File: src/rtl/fx2_pkg.sv
// Shared FX2 slave-FIFO definitions: endpoint addresses, transmit FSM state
// encodings, receive-side mode encodings and frame sizing helper.
package fx2_pkg;

   localparam logic [1:0] FX2_EP2 = 2'b00;
   localparam logic [1:0] FX2_EP4 = 2'b01;
   localparam logic [1:0] FX2_EP6 = 2'b10;
   localparam logic [1:0] FX2_EP8 = 2'b11;

   typedef logic [2:0] tx_state_t;

   localparam tx_state_t TX_IDLE   = 3'd0;
   localparam tx_state_t TX_REQ    = 3'd1;
   localparam tx_state_t TX_SETUP  = 3'd2;
   localparam tx_state_t TX_WRITE  = 3'd3;
   localparam tx_state_t TX_PKTEND = 3'd4;
   localparam tx_state_t TX_DONE   = 3'd5;

   typedef enum logic [1:0] {
      RX_MODE_IDLE = 2'd0,
      RX_MODE_CMD  = 2'd1,
      RX_MODE_DATA = 2'd2
   } rx_mode_e;

   // One real and one imaginary word per FFT point.
   function automatic int unsigned words_per_frame(input int unsigned npoint);
      return 2 * (32'd1 << npoint);
   endfunction

endpackage

File: src/rtl/fx2_fft_dout_tx_serializer.sv
// Frame register plus word index/mux that flattens a captured FFT frame into
// the interleaved real/imag word stream.
module fft_frame_serializer
   import fx2_pkg::*;
#(
   parameter int NPOINT = 3,
   parameter int DW     = 16
) (
   input  logic                        clk,
   input  logic                        rst_n,
   input  logic                        load_i,
   input  logic [DW*(2**NPOINT)-1:0]   real_i,
   input  logic [DW*(2**NPOINT)-1:0]   imag_i,
   input  logic                        advance_i,
   output logic signed [DW-1:0]        word_o,
   output logic                        last_o
);

   localparam int NPT   = 2**NPOINT;
   localparam int WORDS = int'(words_per_frame(NPOINT));
   localparam int IW    = $clog2(WORDS);
   localparam logic [IW-1:0] LAST_IDX = IW'(WORDS - 1);

   logic [DW*NPT-1:0] real_q;
   logic [DW*NPT-1:0] imag_q;
   logic [IW-1:0]     idx_q;
   logic [IW-1:0]     idx_d;
   logic [NPOINT-1:0] pt;

   // Sample storage carries no reset; only the index is control state.
   always_ff @(posedge clk) begin
      if (load_i) begin
         real_q <= real_i;
         imag_q <= imag_i;
      end
   end

   // Index wraps to zero naturally after the last word of the frame.
   always_comb begin
      idx_d = idx_q;
      if (load_i) begin
         idx_d = '0;
      end else if (advance_i) begin
         idx_d = idx_q + 1'b1;
      end
   end

   always_ff @(posedge clk or negedge rst_n) begin
      if (!rst_n) begin
         idx_q <= '0;
      end else begin
         idx_q <= idx_d;
      end
   end

   assign pt     = idx_q[IW-1:1];
   assign word_o = idx_q[0] ? $signed(imag_q[DW*pt +: DW]) : $signed(real_q[DW*pt +: DW]);
   assign last_o = (idx_q == LAST_IDX);

endmodule

File: src/rtl/fx2_fft_dout_tx.sv
// FFT result frame transmitter onto the FX2 synchronous slave-FIFO IN endpoint,
// with bus arbitration against the receive side and optional PKTEND commit.
module fx2_fft_dout_tx
   import fx2_pkg::*;
#(
   parameter int         NPOINT    = 3,
   parameter int         DW        = 16,
   parameter logic [1:0] EP_ADDR   = FX2_EP6,
   parameter bit         PKTEND_EN = 1'b1
) (
   input  logic                        clk,
   input  logic                        rst_n,
   input  logic                        fft_dout_valid,
   output logic                        fft_dout_busy,
   input  logic [DW*(2**NPOINT)-1:0]   fft_dout_real,
   input  logic [DW*(2**NPOINT)-1:0]   fft_dout_imag,
   output logic                        tx_req,
   input  logic                        tx_gnt,
   input  logic                        fx2_full_n,
   output logic                        fx2_slcs_n,
   output logic                        fx2_slwr_n,
   output logic                        fx2_pktend_n,
   output logic [1:0]                  fx2_a,
   output logic [15:0]                 fx2_db_out,
   output logic                        fx2_db_oe,
   output logic [15:0]                 frame_cnt
);

   tx_state_t state_q;
   tx_state_t state_d;
   logic [15:0] frame_cnt_q;
   logic [15:0] frame_cnt_d;
   logic        load;
   logic        advance;
   logic        last;
   logic        on_bus;
   logic signed [DW-1:0] word;

   fft_frame_serializer #(
      .NPOINT (NPOINT),
      .DW     (DW)
   ) u_ser (
      .clk       (clk),
      .rst_n     (rst_n),
      .load_i    (load),
      .real_i    (fft_dout_real),
      .imag_i    (fft_dout_imag),
      .advance_i (advance),
      .word_o    (word),
      .last_o    (last)
   );

   // A grant that drops mid-transfer is deliberately not looked at after REQ.
   always_comb begin
      state_d     = state_q;
      frame_cnt_d = frame_cnt_q;
      load        = 1'b0;
      advance     = 1'b0;
      case (state_q)
         TX_IDLE: begin
            if (fft_dout_valid) begin
               load    = 1'b1;
               state_d = TX_REQ;
            end
         end
         TX_REQ: begin
            if (tx_gnt) begin
               state_d = TX_SETUP;
            end
         end
         TX_SETUP: begin
            state_d = TX_WRITE;
         end
         TX_WRITE: begin
            if (fx2_full_n) begin
               advance = 1'b1;
               if (last) begin
                  state_d = PKTEND_EN ? TX_PKTEND : TX_DONE;
               end
            end
         end
         TX_PKTEND: begin
            state_d = TX_DONE;
         end
         TX_DONE: begin
            frame_cnt_d = frame_cnt_q + 16'd1;
            state_d     = TX_IDLE;
         end
         default: begin
            state_d = TX_IDLE;
         end
      endcase
   end

   always_ff @(posedge clk or negedge rst_n) begin
      if (!rst_n) begin
         state_q     <= TX_IDLE;
         frame_cnt_q <= 16'd0;
      end else begin
         state_q     <= state_d;
         frame_cnt_q <= frame_cnt_d;
      end
   end

   // Write strobe follows the full flag combinationally so a full FIFO is never written.
   assign on_bus        = (state_q == TX_SETUP) || (state_q == TX_WRITE) || (state_q == TX_PKTEND);
   assign fft_dout_busy = (state_q != TX_IDLE);
   assign tx_req        = on_bus || (state_q == TX_REQ);
   assign fx2_slcs_n    = ~on_bus;
   assign fx2_slwr_n    = ~((state_q == TX_WRITE) && fx2_full_n);
   assign fx2_pktend_n  = ~(state_q == TX_PKTEND);
   assign fx2_a         = on_bus ? EP_ADDR : 2'b00;
   assign fx2_db_oe     = on_bus;
   assign fx2_db_out    = on_bus ? 16'(word) : 16'd0;
   assign frame_cnt     = frame_cnt_q;

endmodule

File: config.mk
export PLATFORM = sky130hd
export DESIGN_NAME = fx2_fft_dout_tx
export DESIGN_NICKNAME = d
export VERILOG_FILES = /design/src/rtl/fx2_pkg.sv /design/src/rtl/fx2_fft_dout_tx_serializer.sv /design/src/rtl/fx2_fft_dout_tx.sv
export SDC_FILE = /design/constraint.sdc
export NUM_CORES = 1
export LEC_CHECK = 0
export CAP_MARGIN = 10
export CORE_ASPECT_RATIO = 2
export CORE_UTILIZATION = 65
export CTS_BUF_LIST = sky130_fd_sc_hd__clkbuf_4
export CTS_CLUSTER_SIZE = 10
export DETAILED_ROUTE_END_ITERATION = 12
export DONT_BUFFER_PORTS = 1
export HOLD_SLACK_MARGIN = 0.02
export PLACE_DENSITY = 0.81
export SLEW_MARGIN = 40
export SYNTH_ARGS = -nofsm -noshare
export SYNTH_HDL_FRONTEND = slang
export SYNTH_SLANG_ARGS = --single-unit
File: constraint.sdc
create_clock -name clk -period 35.6 [get_ports clk]
set_input_delay 3.56 -clock clk [delete_from_list [all_inputs] [get_ports clk]]
set_output_delay 3.56 -clock clk [all_outputs]
set_load 0.01 [all_outputs]
==> impl_results.md <==
* Drt pass-1 iters at 4
* Simple-gate area share of the yosys netlist at 0.02901
* Worst-case clock buffer depth at 3
* Nets at ~800
* Core area at 16350 sq um
* Worst-Margin Slew at 0.8045 ns
* Placed cell count at 701
* Outcome: finished clean
* # IOs at around 300
* Post-CTS setup buffers at 0
* Post-synth EDFFs at 256
* Fin. max-slew vios at 0
* Slew margin rel. at 0.4588
* Worst hold path class: reg -> reg
* Area Overhead vs Synth at 9.334%
* Number of cell rows at 66
* Fmax at 135.3 MHz
* PortBufs at 0
* Syn. warnings at 0
* Initial core utilization at 0.6674
* Initial DRC Count at 197
* Tcrit/Tclk final at 0.2076
* Number of global-route vias before repair at 5611
* Cts bufs inserted at 57
* Hpwl dp at ~15000 um
* Async S/R FF share, synth at 0.08244
* CP Data Arrival Time at 3.83 ns
* Crit path max-delay cell type: nand3_1
* Vias at 5146
* Routed wire per std cell at 26.43 um
* Post-route clock skew at between 0.03 and 0.04 ns
* Buf+Inv Stages, Crit Path at 0
* Leak Pwr at 4.005 nW
* VDD IR max at a little under 40 uV
* Max Cap Viol at 0
* Critical path type: in -> out
* Worst slack, placed at 28.22 ns
* Clock transition at path regs at 0.06 ns
* Final min period at 7.391 ns
* Syn_area_per_cell at around 21 sq um
* Post-CTS sizing at 0
* WL final at 21700 um
* P per Cell Area at 71.40 nW/um^2
* Synth Instances at 517
* Vias/cell at 6.268
* Worst stage delay on the critical path at 0.27 ns
* Filler Cell Count at 899
* Post-synthesis sequential element count at ~280
* Register area share after synthesis at 0.7573
* Die Wd at 93.62 um
* Global-route wire length before repair at between 30000 and 40000 um
* Max FO, Critical Path at 5
* Compound-Gate Fraction of Synth Area at 0.01812
* Yosys cell types at 34
* Number of nets still failing antenna checks after routing at 0
* CTS tree: done
* Synth Net Count at 780
* Critical path, cell by cell: nand3_1
* R2r setup slk at 32.72 ns
* CTS hold repair buffers at 0
* Synth area leader: edfxtp_1
* Worst Path Required at about 32 ns
* Post-Syn Area at 10910 sq um
* Multiplexer share of the synthesized area at 0.1642
* Largest net degree at the start of global routing at 100
* Post-synthesis xor/xnor area fraction at 0.01445
* Top FF cell, synth: edfxtp_1
* Post-layout util at 0.7296
* Share of layout cells above drive strength 1 at 0.2990
* Adder-cell share of the synthesized area at 0.002293
* Clock Sinks at around 280
* RSZ-0062 raised after global routing: false
* Vert. Die Dim at 185.2 um
* Finish-stage setup viols at 0
* Crit path from: fx2_full_n
* Die area at 17340 sq um
* Root Driver: clkbuf_4
* Setup ws final at 28.21 ns
* Final hold vios at 0
* Fin Setup TNS at 0 ns
* Worst min-delay path startpoint: frame_cnt[15]
* Initial antenna violation count at 15
* Global Route Usage Sum at 0.2554
* Cell family with most CP delay: simple AND/OR/NAND/NOR gates
* Crit path launch type: primary input
* Worst-Skew Late Latency at 0.68 ns
* Finished Layout Cells at 821
* Crit end category: output port
* H-tree levels at 2
* DR DRC count at 0
* Synth area leaders: edfxtp_1 (70%), mux4_2 (13%), dfrtp_1 (5.3%)
* Largest family of logic cells by synthesized area: multiplexers
* Gpl congestion at 0.8255
* Synth top area share at 0.7045
* R2r startpoint: state_q[0]
* GRT overflow at 0
[cell usage after synthesis, types with 4 or more instances]
cell	instances
nand4_1	6
nor2_1	10
clkbuf_1	8
nand3_1	8
o211a_1	16
mux4_2	64
dfrtp_1	23
nand2_1	26
o21ai_0	4
edfxtp_1	256
xnor2_1	11
mux2i_1	17
mux2_2	16
buf_2	14
xor2_1	7
[cells by family (layout without fill, tap and decap cells)]
logic type,after synthesis,in the layout
flops,279,279
mux,97,97
simple gates,66,66
buf+inv,31,116
compound gates,23,23
xor+xnor,18,18
fa+ha+maj,2,2
other cells,1,16
[where the power goes]
part	internal [mW]	leakage [nW]	switching, mW	total (mW)
Sequential	0.379	2.61	0.0250	0.404
Clock	0.120	0.443	0.113	0.233
Combinational	0.109	0.956	0.106	0.215
[registers in the layout, indices dropped and copies added, names as in the netlist]
register and count:
u_ser.real_q 128, frame_cnt 16, u_ser.idx_q 4, state_q 3
u_ser.imag_q 128
[routing by layer]
layer | track usage | up-vias | wire length [um] | share of wire
li1 | - | 2249 | - | -
met1 | 0.2555 | 2533 | 6687 | 0.31
met2 | 0.4429 | 297 | 11920 | 0.55
met3 | 0.08908 | 67 | 1983 | 0.091
met4 | 0.1631 | 0 | 1109 | 0.051
met5 | 0 | - | 0 | 0
[metrics by stage]
stage	power, mW	hold WS [ns]	area, sq um
floorplan	0.5890	0.5075	10910
global placement	0.6181	0.5371	11080
detailed placement	0.6292	0.5416	11130
CTS	0.8615	0.5513	11890
global route	0.8915	0.5868	11930
finish	0.8518	0.5509	11930
[cell usage in the layout (no fill, tap or decap), types with 2 or more instances in the layout]
cell type / instances
and3_1: 3
o21ai_0: 4
ha_1: 2
inv_1: 3
or3_1: 2
edfxtp_1: 256
mux4_2: 64
clkinv_1: 19
xor2_1: 7
bufinv_16: 2
dfrtp_1: 20
nand4_1: 6
dfrtp_4: 2
mux2_2: 16
a21oi_1: 2
buf_6: 2
xnor2_1: 11
clkbuf_4: 81
and2_1: 2
diode_2: 15
nor3_1: 2
nand3_1: 8
buf_4: 3
nand2_1: 25
nor2_1: 9
mux2i_1: 17
clkinv_2: 2
buf_12: 2
o211a_1: 16
[layout make-up]
class	count	area (sq um)	share of cell area
clock buffers	81	608.1	0.05097
inverters	3	11.26	0.0009439
repair buffers	8	98.84	0.008285
flip-flops and latches	279	8272	0.6933
diodes	15	37.54	0.003146
clock inverters	24	145.1	0.01217
multi-input cells	207	2502	0.2098
well taps	204	255.2	0.02139
[final timing paths]
| check | end | cells after the start |
|---|---|---|
| worst max-delay path | fx2_slwr_n | 1 |
| worst min-delay path | frame_cnt[15] | 1 |
| worst max register to register | u_ser.real_q[24] | 4 |
| worst min register to register | frame_cnt[15] | 1 |
| max in group asynchronous | u_ser.idx_q[0] | 0 |
| min in group asynchronous | frame_cnt[14] | 0 |
(Power assumes the default switching activity.)
